## config.mk

```make
export PLATFORM = sky130hd
export DESIGN_NAME = alu_trace_recorder
export DESIGN_NICKNAME = d
export VERILOG_FILES = /design/src/rtl/alu_trace_recorder_pkg.sv /design/src/rtl/alu_trace_recorder_mem.sv /design/src/rtl/alu_trace_recorder.sv
export SDC_FILE = /design/constraint.sdc
export NUM_CORES = 1
export LEC_CHECK = 0
export BUFFER_PORTS_ARGS = -buffer_cell sky130_fd_sc_hd__buf_2
export CORE_AREA = 10 10 253 255
export DETAILED_ROUTE_END_ITERATION = 7
export DIE_AREA = 0 0 263 265
export GPL_TIMING_DRIVEN = 0
export SYNTH_ARGS = -nofsm -noshare
export SYNTH_HDL_FRONTEND = slang
export SYNTH_HIERARCHICAL = 1
export SYNTH_SLANG_ARGS = --single-unit
```

## constraint.sdc

```tcl
create_clock -name clk -period 13.4 [get_ports clk]
set_input_delay 0.67 -clock clk [delete_from_list [all_inputs] [get_ports clk]]
set_output_delay 0.67 -clock clk [all_outputs]
set_load 0.02 [all_outputs]
```

## src/rtl/alu_trace_recorder_pkg.sv

```systemverilog
// Shared definitions for the ALU trace recorder: record layout, recorder states, ALU opcodes.
// Record layout matches the alu_data.mem vector format bit-for-bit.
// No logic here; types and constants only.
package alu_trace_recorder_pkg;

  // Record width and field positions {a, b, out, op, flags}
  localparam int ALU_REC_W     = 35;
  localparam int REC_A_MSB     = 34;
  localparam int REC_A_LSB     = 27;
  localparam int REC_B_MSB     = 26;
  localparam int REC_B_LSB     = 19;
  localparam int REC_OUT_MSB   = 18;
  localparam int REC_OUT_LSB   = 11;
  localparam int REC_OP_MSB    = 10;
  localparam int REC_OP_LSB    = 8;
  localparam int REC_FLAGS_MSB = 7;
  localparam int REC_FLAGS_LSB = 0;

  // Recorder control states
  typedef enum logic [1:0] {
    TR_IDLE = 2'd0,
    TR_RUN  = 2'd1,
    TR_HALT = 2'd2
  } tr_state_e;

  // ALU opcodes as seen on the op field of a record
  localparam logic [2:0] ALU_OP_ADD = 3'd0;
  localparam logic [2:0] ALU_OP_SUB = 3'd1;
  localparam logic [2:0] ALU_OP_AND = 3'd2;
  localparam logic [2:0] ALU_OP_OR  = 3'd3;
  localparam logic [2:0] ALU_OP_XOR = 3'd4;
  localparam logic [2:0] ALU_OP_NOT = 3'd5;
  localparam logic [2:0] ALU_OP_SHL = 3'd6;
  localparam logic [2:0] ALU_OP_SHR = 3'd7;

  // One captured transaction, MSB-first in the same order as the vector file
  typedef struct packed {
    logic [7:0] a;
    logic [7:0] b;
    logic [7:0] out;
    logic [2:0] op;
    logic [7:0] flags;
  } alu_rec_t;

endpackage

```

## src/rtl/alu_trace_recorder_mem.sv

```systemverilog
// Record storage for the trace recorder: DEPTH x 35 register array.
// Write lands on the clock edge; read is combinational from rd_addr (zero latency).
// No flow control here; the owner decides when wr_en is asserted.
module trace_buf_mem
  import alu_trace_recorder_pkg::*;
#(
  parameter int DEPTH  = 16,
  parameter int ADDR_W = 4
) (
  input  logic              clk,
  input  logic              wr_en,
  input  logic [ADDR_W-1:0] wr_addr,
  input  alu_rec_t          wr_data,
  input  logic [ADDR_W-1:0] rd_addr,
  output alu_rec_t          rd_data
);

  alu_rec_t mem_q [DEPTH];

  // Single synchronous write port; contents are not reset
  always_ff @(posedge clk) begin
    if (wr_en) begin
      mem_q[wr_addr] <= wr_data;
    end
  end

  assign rd_data = mem_q[rd_addr];

endmodule

```

## src/rtl/alu_trace_recorder.sv

```systemverilog
// Captures ALU transactions into a circular record buffer, drained first-word fall-through.
// Latency: a captured record is visible on rd_data the cycle after capture.
// Backpressure: rd_ready stalls draining; when full, new records are dropped or overwrite the oldest.
module alu_trace_recorder
  import alu_trace_recorder_pkg::*;
#(
  parameter int DEPTH     = 16,
  parameter int ADDR_W    = 4,
  parameter bit WRAP_MODE = 1'b0
) (
  input  logic                 clk,
  input  logic                 rst,
  input  logic                 start,
  input  logic                 stop,
  input  logic                 clr,
  input  logic                 cap_valid,
  input  logic [7:0]           a,
  input  logic [7:0]           b,
  input  logic [7:0]           out,
  input  logic [2:0]           op,
  input  logic [7:0]           flags,
  output logic                 rd_valid,
  input  logic                 rd_ready,
  output logic [ALU_REC_W-1:0] rd_data,
  output logic [ADDR_W:0]      count,
  output logic                 full,
  output logic                 overflow,
  output logic [7:0]           dropped,
  output logic                 running
);

  localparam logic [ADDR_W:0] DEPTH_C = (ADDR_W+1)'(DEPTH);

  tr_state_e         state_q, state_d;
  logic              running_q, running_d;
  logic [ADDR_W-1:0] wr_ptr_q, wr_ptr_d;
  logic [ADDR_W-1:0] rd_ptr_q, rd_ptr_d;
  logic [ADDR_W:0]   count_q, count_d;
  logic              overflow_q, overflow_d;
  logic [7:0]        dropped_q, dropped_d;

  logic     push, pop, is_full, mem_we;
  alu_rec_t wr_rec, rd_rec;

  assign wr_rec = {a, b, out, op, flags};

  // Next-state for the control FSM; stop dominates start, and IDLE ignores stop
  always_comb begin
    state_d = state_q;
    case (state_q)
      TR_IDLE: if (start && !stop) state_d = TR_RUN;
      TR_RUN:  if (stop)           state_d = TR_HALT;
      TR_HALT: if (start && !stop) state_d = TR_RUN;
      default:                     state_d = TR_IDLE;
    endcase
    running_d = (state_d == TR_RUN);
  end

  // Pointer, occupancy and loss accounting; clr wipes the buffer and masks push/pop
  always_comb begin
    push       = cap_valid && (state_q == TR_RUN);
    is_full    = (count_q == DEPTH_C);
    pop        = (count_q != '0) && rd_ready;
    wr_ptr_d   = wr_ptr_q;
    rd_ptr_d   = rd_ptr_q;
    count_d    = count_q;
    overflow_d = overflow_q;
    dropped_d  = dropped_q;
    mem_we     = 1'b0;
    if (clr) begin
      wr_ptr_d   = '0;
      rd_ptr_d   = '0;
      count_d    = '0;
      overflow_d = 1'b0;
      dropped_d  = '0;
    end else if (push && pop) begin
      // Even when full the popped slot is the one being refilled: no loss
      mem_we   = 1'b1;
      wr_ptr_d = wr_ptr_q + ADDR_W'(1);
      rd_ptr_d = rd_ptr_q + ADDR_W'(1);
    end else if (pop) begin
      rd_ptr_d = rd_ptr_q + ADDR_W'(1);
      count_d  = count_q - (ADDR_W+1)'(1);
    end else if (push) begin
      if (!is_full) begin
        mem_we   = 1'b1;
        wr_ptr_d = wr_ptr_q + ADDR_W'(1);
        count_d  = count_q + (ADDR_W+1)'(1);
      end else begin
        overflow_d = 1'b1;
        if (dropped_q != 8'hFF) dropped_d = dropped_q + 8'd1;
        if (WRAP_MODE) begin
          // Overwrite the oldest: both pointers step, occupancy stays DEPTH
          mem_we   = 1'b1;
          wr_ptr_d = wr_ptr_q + ADDR_W'(1);
          rd_ptr_d = rd_ptr_q + ADDR_W'(1);
        end
      end
    end
  end

  // All recorder state, with synchronous reset taking priority over everything
  always_ff @(posedge clk) begin
    if (rst) begin
      state_q    <= TR_IDLE;
      running_q  <= 1'b0;
      wr_ptr_q   <= '0;
      rd_ptr_q   <= '0;
      count_q    <= '0;
      overflow_q <= 1'b0;
      dropped_q  <= '0;
    end else begin
      state_q    <= state_d;
      running_q  <= running_d;
      wr_ptr_q   <= wr_ptr_d;
      rd_ptr_q   <= rd_ptr_d;
      count_q    <= count_d;
      overflow_q <= overflow_d;
      dropped_q  <= dropped_d;
    end
  end

  trace_buf_mem #(
    .DEPTH  (DEPTH),
    .ADDR_W (ADDR_W)
  ) u_mem (
    .clk     (clk),
    .wr_en   (mem_we && !rst),
    .wr_addr (wr_ptr_q),
    .wr_data (wr_rec),
    .rd_addr (rd_ptr_q),
    .rd_data (rd_rec)
  );

  // rd_valid depends only on registered occupancy, never on rd_ready
  assign rd_valid = (count_q != '0);
  assign rd_data  = rd_rec;
  assign count    = count_q;
  assign full     = (count_q == DEPTH_C);
  assign overflow = overflow_q;
  assign dropped  = dropped_q;
  assign running  = running_q;

endmodule
```

Word level (Yosys, flattened, before mapping) --
Memories as Yosys holds them, arrays and structs flattened. A register that Yosys moved wholly into a read port is not among the register bits. Index checks and enable logic that the tools add are counted.
Word-level totals: register bits 25, bits in writable memories 560, input bits 42, output and inout port bits 52, word-level logic and storage cells 62, memories 1
Memories:
- u_mem.mem_q | words 16, width 35, read ports 1, clocked after memory_dff 1, wr ports 1, line alu_trace_recorder_mem.sv:18 | alu_rec_t mem_q [DEPTH];
Operators by class: add/subtract/negate cells 5, equal/unequal tests 8, muxes and demuxes 21, bitwise operators 2, reduce and logical (&&, ||, !) cells 18
Operator list (number):
- 4-bit 2-to-1 mux | 8
- 5-bit 2-to-1 mux | 3
- 4-bit by 1-bit adder with 4-bit output (second input constant) | 2
- 8-bit by 1-bit adder with 8-bit output (second input constant) | 1
- 8-bit inequality test (second input constant) | 1
- 1-bit 2-to-1 mux | 7
- 2-bit by 1-bit inequality test with 1-bit output (second input constant) | 3
- 3-bit AND reduction | 2
- 2-bit nonzero test | 3
- 5-bit by 1-bit adder with 5-bit output (second input constant) | 1
- 5-bit == test (second input constant) | 1
- 1-bit logical AND | 5
- 5-bit AND reduction | 1
- 5-bit nonzero test | 1
- 5-bit by 1-bit subtractor with 5-bit output (second input constant) | 1
- 2-bit by 1-bit == test with 1-bit output (second input constant) | 2
- 2-bit 2-to-1 mux | 2
- 2-bit case mux with 2 select lines | 1
- 4-bit AND reduction | 1
- 2-bit OR reduction | 2
- 2-bit == test (second input constant) | 1
- 1-bit logical NOT | 2
- 2-bit logical NOT | 1
- 1-bit inverter | 2

Longest topological paths before layout --
Gate-level depths: netlist of the first run.
word-level depth 9, depth in mapped cells 9, mapped depth without buffers 8

Hierarchy --
The synthesis of the first run kept the hierarchy.
Modules (own cells, without submodules):
- trace_buf_mem | times used 1, cells an instance 879, area each 21353.0 µm², sequential area each 16816.1 µm²
- alu_trace_recorder | times used 1, cells an instance 162, area each 1396.3 µm², sequential area each 500.5 µm²

Worst setup path before layout of the first run --
Ideal clock, no wire load.
path type input port to flip-flop, from input port clr, to memory u_mem/mem_q[0][0] (netlist bit), enable pin, setup time 471 ps, data arrival time 4413 ps, required time 12929 ps, slack 8516 ps, stages 6, cell sequence or2_2 -> clkbuf_1 -> buf_6 -> nor3_1 -> or3b_2 -> nor3_1
On the way: word-level cells in the longest chain between the ends 4
RTL lines:
- start: declaration | line alu_trace_recorder.sv:15 | input logic clr,
- 1-bit 2-to-1 mux | line alu_trace_recorder.sv:70 | if (clr) begin
- 1-bit logical AND | line alu_trace_recorder.sv:128 | .wr_en (mem_we && !rst),
- 1-bit 2-to-1 mux | line alu_trace_recorder_mem.sv:22 | if (wr_en) begin
- 1-bit 2-to-1 mux (implied by the code) | line alu_trace_recorder_mem.sv:23 | mem_q[wr_addr] <= wr_data;
- end: declaration | line alu_trace_recorder_mem.sv:18
No other way between the ends.

==> results of run 1 <==
-- how the worst min path moves through the flow --
stage	startpoint	endpoint	slack, ps	cells after the start
2_1_floorplan	wr_ptr_q[3]	wr_ptr_q[3]	490	2
3_3_place_gp	overflow	overflow	450	2
3_5_place_dp	overflow	overflow	460	2
4_1_cts	stop	state_q[0]	230	2
5_1_grt	stop	running	250	2
6_report	stop	running	270	2
-- area by class of cell --
| type | instances | area share [%] |
|---|---|---|
| Timing Repair Buffer | 122 | 3.38 |
| Buffer | 54 | 1.63 |
| Inverter | 7 | 0.0996 |
| Tap cell | 773 | 3.67 |
| Sequential cell | 585 | 65.6 |
| Clock buffer | 80 | 5.77 |
| Multi-Input combinational cell | 395 | 19.3 |
| Clock inverter | 20 | 0.555 |
-- state kept, by name, summed over array words and instances, names as in the netlist --
register / flops
overflow: 1
dropped: 8
wr_ptr_q: 4
running: 1
rd_ptr_q: 4
count: 5
u_mem/mem_q: 560
state_q: 2
-- layout by cell type (no fill, tap or decap), types with 3 or more instances in the layout --
master	netlist	layout
edfxtp_1	560	560
buf_2	14	107
mux4_2	83	83
a22oi_1	70	70
clkbuf_16	0	57
mux4_1	57	57
nand2_1	43	43
clkbuf_1	20	42
dfxtp_1	25	25
buf_12	11	23
nor2_1	31	19
buf_6	3	15
a21oi_1	14	14
nor2_4	0	12
clkinv_1	0	11
nand3_1	8	8
inv_1	7	7
ha_1	7	7
o21ai_0	6	6
xnor2_1	5	5
nand3b_1	4	4
buf_4	2	4
nand2b_1	4	4
nor2b_1	4	4
a211oi_1	4	4
clkinv_2	0	4
nor3_2	0	4
nor4_1	3	3
and2_1	3	3
nor3_1	7	3
or3_1	3	3
mux2i_1	3	3
or4_1	3	3
o31ai_1	3	3
nor3b_1	3	3
buf_1	3	3
-- power by group --
group          total [uW]  switching, uW  internal [uW]
clock network        1470            645            823
registers            2000           1.10           2000
logic                60.4           40.4           19.9
total                3530            687           2840
-- per-layer routing --
metal | track usage (%) | vias up
met3 | 2.97 | 77
met2 | 23.6 | 274
met5 | 0 | -
met4 | 3.70 | 2
met1 | 18.7 | 5909
li1 | - | 4818
-- critical path, stage by stage, from the launching register on --
cell and delay, ps:
dfxtp_1 380, clkbuf_1 510, buf_2 430, buf_2 370
mux4_2 370, a22oi_1 360, nand2_1 160, buf_2 200
-- synth_stat cells (all sizes together) --
library cell,instances
a311oi,2
and3,2
nand3,8
o21ai,7
and2,3
mux2i,3
nor4,3
o31ai,3
a41o,1
mux4,140
or4,4
fa,1
xnor2,5
or3b,1
a31o,1
and4,1
nand3b,4
a22oi,70
a21o,3
nand2b,5
nor2b,4
edfxtp,560
ha,7
dfxtp,25
or4bb,1
nand2,43
buf,33
a2111oi,2
nand4,1
nor2,31
inv,7
o21a,1
nor3b,3
or3,4
nor4b,1
clkbuf,21
a21oi,14
o2111ai,2
or2,1
a211oi,4
xor2,2
nor3,7
-- cell families (layout without fill, tap and decap cells) --
| family | Yosys count | count (layout) | share of synthesized area [%] |
|---|---|---|---|
| muxes | 143 | 143 | 14.9 |
| adders and majority gates | 8 | 8 | 0.473 |
| and+or+nand+nor | 127 | 127 | 2.74 |
| AOI/OAI and AO/OA | 110 | 110 | 3.45 |
| buffers and inverters | 61 | 283 | 2.01 |
| xor gates and xnor gates | 7 | 7 | 0.270 |
| DFF | 585 | 585 | 76.1 |
-- through the flow --
stage	hold slack, ps	instances	cell area [sq um]	power (uW)
after floorplan	485	1041	22700	2070
after global placement	448	1907	24200	2100
after detailed placement	463	1935	24700	2100
after CTS	232	2035	26400	3570
after global routing	247	2036	26400	3650
final	273	2036	26400	3530
==> results.sh, run 1 <==
export IMPL_status="completed"
export IMPL_synth_top_cells_by_area="edfxtp_1, mux4_2, mux4_1"
export IMPL_track_usage_pct=14.2
export IMPL_antenna_found_initial=2
export IMPL_cp_start_kind="flop"
export IMPL_seqCellArea_sq_um=17300
export IMPL_multi_input_area_sq_um=5090
export IMPL_ctsHoldBuffers=0
export IMPL_setup_worst_path_start="rd_ptr_q[1]"
export IMPL_worstRegToRegCells=8
export IMPL_die_area_sq_um=69700
export IMPL_reg2reg_to="dropped[2]"
export IMPL_place_hpwl_mm=32.4
export IMPL_crit_fanout=10
export IMPL_fillers=4954
export IMPL_drt_initial_drc_count=868
export IMPL_maxCapViolCount=0
export IMPL_synth_top_area_share_pct=73.9
export IMPL_r2r_start="count[0]"
export IMPL_vias_per_cell=5.44
export IMPL_layout_nets=1271
export IMPL_ys_seq_area_share_pct=76.1
export IMPL_post_cts_resized=0
export IMPL_slew_viol_final=0
export IMPL_cts_root_buffer="clkbuf_16"
export IMPL_synthCells=1041
export IMPL_worstHoldPathType="input pin to flop"
export IMPL_drt_first_pass_iters=5
export IMPL_skew_ps=8.09
export IMPL_setup_ws_ps=9340
export IMPL_finalSetupTns_ps=0
export IMPL_fp_dieW_um=263
export IMPL_worst_slew_pin_slew_ps=1280
export IMPL_cts_sinks=585
export IMPL_gp_congestion=0.740
export IMPL_p_per_area_nw_per_um2=134
export IMPL_fmax_mhz=246
export IMPL_cp_arrival_ps=3390
export IMPL_port_buffers=93
export IMPL_grt_pass1_wl_mm=75.2
export IMPL_fp_coreArea_sq_um=58800
export IMPL_highest_layer="met5"
export IMPL_critPathCaptureType="output port"
export IMPL_drt_total_wl_mm=50.1
export IMPL_wl_met3_mm=2.65
export IMPL_vias=11100
export IMPL_cts_tree="done"
export IMPL_htree_levels=2
export IMPL_setup_viol=0
export IMPL_ir_worst_vdd_mv=0.0944
export IMPL_crit_type="flop to output port"
export IMPL_finalCritPeriodShare_pct=30.3
export IMPL_post_drt_wl_per_cell_um=24.6
export IMPL_num_io_pins=94
export IMPL_rsz0062_at_grt="no"
export IMPL_rrSetupSlack_ps=9800
export IMPL_crit_required_ps=12730
export IMPL_area_delta_synth_final_pct=16.0
export IMPL_syn_avg_cell_area_sq_um=21.9
export IMPL_wl_met1_mm=21.6
export IMPL_overflow=0
export IMPL_place_ws_ps=9570
export IMPL_finalHoldViolCount=0
export IMPL_fp_dieH_um=265
export IMPL_numCtsBuffers=56
export IMPL_syn_area_sq_um=22700
export IMPL_yosysUniqueCellTypes=53
export IMPL_postRouteAntennaNets=0
export IMPL_endpoint="rd_data[8]"
export IMPL_drive_above_1_share_pct=25.8
export IMPL_clockBufferDepth=3
export IMPL_ys_seq_elements=585
export IMPL_initial_utilization_pct=38.7
export IMPL_route_met2_wl_mm=24.9
export IMPL_period_needed_ps=4060
export IMPL_clk_latency_ps=610
export IMPL_relSlewSlack_pct=13.7
export IMPL_grt_pass1_vias=11600
export IMPL_rows=89
export IMPL_num_antenna_cells=0
export IMPL_ys_warn_count=6
export IMPL_postCtsSetupBuffers=0
export IMPL_yosysTopAreaCell="edfxtp_1"
export IMPL_path_clk_slew_ps=60
export IMPL_synth_nets=1091
export IMPL_grt_max_degree=24
export IMPL_total_leakage_power_uw=0.00834
export IMPL_final_core_utilization_pct=44.9
export IMPL_drc=0
Note: power is estimated with default switching activity, not from simulation.
==> inputs of run 2 (changes only) <==
- ABC_AREA: unset -> 1
- CORE_AREA: 10 10 253 255 -> 10 10 266 268
- DIE_AREA: 0 0 263 265 -> 0 0 276 278
- clock period: 13.4 -> 4 ns (I/O delays scaled with it)
==> run 2 against run 1 <==
Non-clock buffer count rose by 89. Worst hold slack worse by 240 ps. Clock-buffer cell count fell by 7. Synthesized cell count increased by 140%. Sequential power rose to 3.4 times the previous value. First-iteration DRC count is 93% higher. Register-to-register slack lost 8900 ps. Power rose to 3.7 times the previous value. Setup slack worse by 8600 ps. Via count increased by 61%. Largest power group unchanged. Highest routed layer is now met4.
==> results.sh, run 2 <==
export IMPL_drt_total_wl_mm=72.1
export IMPL_whs_endpoint="count[0]"
export IMPL_setup_ws_ps=726
export IMPL_finalPower_uw=13100
export IMPL_worstHoldPathType="input pin to flop"
export IMPL_drive_above_1_share_pct=11.1
export IMPL_post_cts_resized=0
export IMPL_vias_per_cell=4.97
export IMPL_min_from="rd_ready"
export IMPL_cp_start_kind="input pin"
export IMPL_ys_flop_type="edfxtp_1"
export IMPL_gp_congestion=0.824
export IMPL_htree_levels=2
export IMPL_place_ws_ps=702
export IMPL_ir_worst_vdd_mv=0.362
export IMPL_crit_fanout=18
export IMPL_drt_first_pass_iters=5
export IMPL_drc=0
export IMPL_worst_hold_slack_ps=37.4
export IMPL_syn_avg_cell_area_sq_um=10.3
export IMPL_worst_slew_pin_slew_ps=1160
export IMPL_final_common_cell="nand2_1"
export IMPL_total_leakage_power_uw=0.0125
export IMPL_cts_tree="done"
export IMPL_period_needed_ps=3270
export IMPL_overflow=0
export IMPL_final_core_utilization_pct=45.4
export IMPL_rows=94
export IMPL_registers_top_by_ff_count="u_mem/mem_q"
export IMPL_status="completed"
export IMPL_synthCells=2465
export IMPL_r2r_start="count[2]"
export IMPL_synth_most_common_cell="nand2_1"
export IMPL_clk_latency_ps=620
export IMPL_final_cell_mix="nand2_1, edfxtp_1, inv_1, nand3_1, buf_2"
export IMPL_synth_top_cells_by_area="edfxtp_1, nand2_1, nand3_1"
export IMPL_vias=17800
export IMPL_finalSetupTns_ps=0
export IMPL_grt_pass1_wl_mm=108
export IMPL_numCtsBuffers=61
export IMPL_min_path_cells=3
export IMPL_die_area_sq_um=76700
export IMPL_layout_nets=2728
export IMPL_crit_type="input pin to flop"
export IMPL_ys_seq_elements=585
export IMPL_p_per_area_nw_per_um2=439
export IMPL_largest_reg_flops=560
export IMPL_syn_area_sq_um=25300
export IMPL_rsz0062_at_grt="no"
export IMPL_finalHoldViolCount=0
export IMPL_ctsHoldBuffers=41
export IMPL_maxCapViolCount=0
export IMPL_num_antenna_cells=0
export IMPL_cp_arrival_ps=3600
export IMPL_port_buffers=93
export IMPL_initial_utilization_pct=38.7
export IMPL_yosysTopAreaCell="edfxtp_1"
export IMPL_ys_warn_count=6
export IMPL_track_usage_pct=18.3
export IMPL_crit_required_ps=4320
export IMPL_fp_coreArea_sq_um=65400
export IMPL_cts_root_buffer="clkbuf_16"
export IMPL_clockBufferDepth=3
export IMPL_postCtsSetupBuffers=0
export IMPL_skew_ps=11.6
export IMPL_antenna_found_initial=0
export IMPL_synthArstFlopShare_pct=0
export IMPL_synth_common_cells="nand2_1, edfxtp_1, inv_1"
export IMPL_area_delta_synth_final_pct=17.4
export IMPL_rrSetupSlack_ps=930
export IMPL_synth_nets=2515
export IMPL_fmax_mhz=305
export IMPL_path_clk_slew_ps=60
export IMPL_synth_top_area_share_pct=66.5
export IMPL_critPathCaptureType="flop"
export IMPL_yosysUniqueCellTypes=35
export IMPL_finalCritPeriodShare_pct=81.9
export IMPL_fp_dieW_um=276
export IMPL_synth_edff_count=560
export IMPL_post_drt_wl_per_cell_um=20.1
export IMPL_slew_viol_final=0
export IMPL_cts_sinks=585
export IMPL_setup_viol=0
export IMPL_fp_dieH_um=278
export IMPL_postRouteAntennaNets=0
export IMPL_grt_max_degree=24
export IMPL_place_hpwl_mm=47.6
export IMPL_grt_pass1_vias=17500
export IMPL_drt_initial_drc_count=1677
export IMPL_num_io_pins=94
export IMPL_reg2reg_to="u_mem/mem_q[14][27]"
export IMPL_worstRegToRegCells=7
export IMPL_ys_seq_area_share_pct=68.4
export IMPL_relSlewSlack_pct=22.3
run 2: critical path, stage by stage:
cell and delay (ps):
dlygate4sd3_1 540, buf_2 120, nor2_1 360, inv_1 270
nor3_1 560, nand3_1 450, nor2_4 790, buf_12 270
run 2: where the power goes:
group | switching [uW] | leakage (uW) | internal (uW)
Combinational | 463 | 0.00626 | 180
Sequential | 7.05 | 0.00523 | 6710
Clock | 2320 | 0.000977 | 3370
run 2: per-stage QoR:
stage               instances  area [sq um]
finish                   3592         29700
global placement         3422         26800
detailed placement       3438         27300
floorplan                2465         25300
CTS                      3592         29700
global route             3592         29700
run 2: worst max-delay path by stage:
| stage | start | to | depth (start not counted) |
|---|---|---|---|
| 6_report | clr | u_mem/mem_q[14][27] | 8 |
| 5_1_grt | clr | u_mem/mem_q[14][27] | 8 |
| 4_1_cts | clr | u_mem/mem_q[14][23] | 8 |
| 3_5_place_dp | clr | u_mem/mem_q[15][28] | 7 |
| 3_3_place_gp | clr | u_mem/mem_q[15][28] | 6 |
| 2_1_floorplan | count[2] | u_mem/mem_q[12][0] | 6 |
run 2: layout make-up:
cell class	count	area [sq um]
plain buffers	115	532
clock inverters	40	444
repair buffers	150	1200
clock buffers	73	1570
fillers	6046	35700
flip-flops and latches	585	17300
inverters	449	1690
well taps	864	1080
multi-input cells	1316	5880
run 2: logic make-up after synthesis:
kind of cell | after synthesis | share of synthesized area (%)
AO/OA/AOI/OAI | 34 | 0.707
buffers and inverters | 564 | 8.77
XOR/XNOR | 6 | 0.208
adder cells (fa/ha/maj) | 8 | 0.425
flip-flops | 585 | 68.4
AND/OR/NAND/NOR | 1268 | 21.4
run 2: layer usage:
layer | global-route usage (%) | routed length (um) | vias up | part of all wire, %
met5 | 0 | 0 | - | 0
met4 | 6.77 | 2340 | 0 | 3.2
met3 | 3.14 | 5290 | 139 | 7.3
met2 | 30.8 | 34600 | 682 | 48
met1 | 23.4 | 29800 | 8584 | 41
li1 | - | - | 8432 | -
==> inputs of run 3 (changes only) <==
- clock period: 4 -> 2.8 ns (I/O delays scaled with it)
==> run 3 against run 2 <==
Power rose by 38%. Combinational power rose by 45%. Register-to-register slack got worse by 690 ps. Setup slack got worse by 700 ps. Via count rose by 0.30%. Largest cell class unchanged.
==> results.sh, run 3 (synthesis results as in run 2) <==
export IMPL_port_buffers=93
export IMPL_finalCritPeriodShare_pct=99.1
export IMPL_worstHoldPathType="input pin to flop"
export IMPL_relSlewSlack_pct=43.5
export IMPL_rsz0062_at_grt="yes"
export IMPL_slowest_delay_ps=420
export IMPL_crit_fanout=10
export IMPL_registers_top_by_ff_count="u_mem/mem_q"
export IMPL_cp_arrival_ps=2630
export IMPL_cts_tree="done"
export IMPL_crit_type="flop to output port"
export IMPL_ir_worst_vdd_mv=0.516
export IMPL_final_common_cell="nand2_1"
export IMPL_fp_coreArea_sq_um=65400
export IMPL_num_antenna_cells=0
export IMPL_initial_utilization_pct=38.7
export IMPL_layout_nets=2749
export IMPL_htree_levels=2
export IMPL_drt_initial_drc_count=1639
export IMPL_vias_per_cell=4.96
export IMPL_die_area_sq_um=76700
export IMPL_period_needed_ps=2770
export IMPL_drt_first_pass_iters=5
export IMPL_post_drt_wl_per_cell_um=20.0
export IMPL_final_cell_mix="nand2_1, edfxtp_1, inv_1, nand3_1, buf_2"
export IMPL_largest_reg_flops=560
export IMPL_fp_dieH_um=278
export IMPL_place_hpwl_mm=46.9
export IMPL_final_core_utilization_pct=45.8
export IMPL_slew_viol_final=0
export IMPL_grt_pass1_vias=17400
export IMPL_crit_required_ps=2660
export IMPL_clockBufferDepth=3
export IMPL_clk_latency_ps=640
export IMPL_fp_dieW_um=276
export IMPL_track_usage_pct=18.3
export IMPL_fillers=6000
export IMPL_total_leakage_power_uw=0.0126
export IMPL_area_delta_synth_final_pct=18.3
export IMPL_seqPwrFrac_pct=53.3
export IMPL_overflow=0
export IMPL_path_clk_slew_ps=60
export IMPL_postRouteAntennaNets=0
export IMPL_cp_slowest_cell="dfxtp_2"
export IMPL_vias=17900
export IMPL_drt_total_wl_mm=72.2
export IMPL_p_switching_uw=3950
export IMPL_drive_above_1_share_pct=12.3
export IMPL_numCtsBuffers=60
export IMPL_skew_ps=24.3
export IMPL_grt_max_degree=25
export IMPL_power_internal_uw=14000
export IMPL_pwr_share_clk_pct=41.5
export IMPL_maxCapViolCount=0
export IMPL_status="completed"
export IMPL_cts_sinks=585
export IMPL_antenna_found_initial=1
export IMPL_gp_congestion=0.815
export IMPL_setup_viol=0
export IMPL_num_io_pins=94
export IMPL_comb_power_share_pct=5.2
export IMPL_place_inst=3438
export IMPL_p_per_area_nw_per_um2=601
export IMPL_final_cells=3610
export IMPL_cp_common_cell="nand3_1"
export IMPL_drc=0
export IMPL_fmax_mhz=360
export IMPL_path_cells="buf_6, buf_4, buf_2, nand2_1, nand3_1, nand3_1, nand3_1, nand2_1, buf_2"
export IMPL_cp_start_kind="flop"
export IMPL_cts_root_buffer="clkbuf_16"
export IMPL_finalHoldViolCount=0
export IMPL_worst_slew_pin_slew_ps=847
export IMPL_critPathCaptureType="output port"
export IMPL_grt_pass1_wl_mm=108
export IMPL_finalPower_uw=18000
export IMPL_rows=94
export IMPL_switching_share_pct=22.0
[run 3: cell types whose count changed in the layout (fill, tap and decap cells not counted), sizes merged]
cell	before	now
buf	187	204
bufinv	9	3
clkdlybuf4s15	0	1
clkinv	29	31
clkinvlp	2	3
dlygate4sd3	41	44
[run 3: repair_timing]
| item | CTS | global route |
|---|---|---|
| cloned | 0 | 0 |
| resized for setup | 34 | 20 |
| hold endpoints to repair | 573 | 0 |
| buffers inserted | 18 | 1 |
| hold buffers | 44 | 0 |
| pin swaps | 13 | 1 |
| endpoints found under the setup margin | 309 | 64 |
[run 3: cell type report]
cell class,count,area (sq um),share of cell area [%]
sequential,585,17300,57.8
inverter,449,1690,5.65
tap,864,1080,3.61
clock inverter,37,267,0.890
multi-input combinational,1316,5880,19.7
clock buffer,72,1550,5.17
buffer,115,606,2.02
timing repair buffer,172,1540,5.16
[run 3: final timing paths]
kind                    start                   to  slack [ps]  cells after the start
setup / recovery  rd_ptr_q[0]           rd_data[4]          30                      9
hold / removal      cap_valid           dropped[4]         110                      5
setup reg to reg     count[1]  u_mem/mem_q[15][33]         240                      7
hold reg to reg      overflow             overflow         480                      2
[run 3: stage by stage]
stage	worst slack (ps)	area [sq um]	setup TNS (ps)	hold WS [ps]
2_1_floorplan	-382	25300	-186030	219
3_3_place_gp	-2700	26900	-1268180	332
3_5_place_dp	-499	27300	-132260	348
4_1_cts	12.5	29900	0	78.0
5_1_grt	-144	29900	-1750	136
6_report	25.9	29900	0	115
[run 3: critical path: cells and delay by family (launching register included)]
| kind | cells | cell delay [ps] |
|---|---|---|
| and+or+nand+nor | 5 | 580 |
| DFF | 1 | 420 |
| buffers and inverters | 4 | 1010 |
[run 3: routing by layer]
layer | vias to the layer above | track usage (%) | wire length (um) | part of all wire [%]
met5 | - | 0 | 12 | 0.017
li1 | 8470 | - | - | -
met3 | 147 | 2.99 | 5480 | 7.6
met4 | 2 | 5.56 | 2140 | 3.0
met2 | 726 | 31.2 | 34600 | 48
met1 | 8545 | 23.8 | 30000 | 42
[run 3: power groups by stage]
stage	clock network (uW)	logic (uW)	registers, uW
6_report	7460	932	9600
5_1_grt	7970	1020	9590
4_1_cts	7580	933	9600
3_5_place_dp	0	872	9780
3_3_place_gp	0	848	9780
2_1_floorplan	0	454	9790
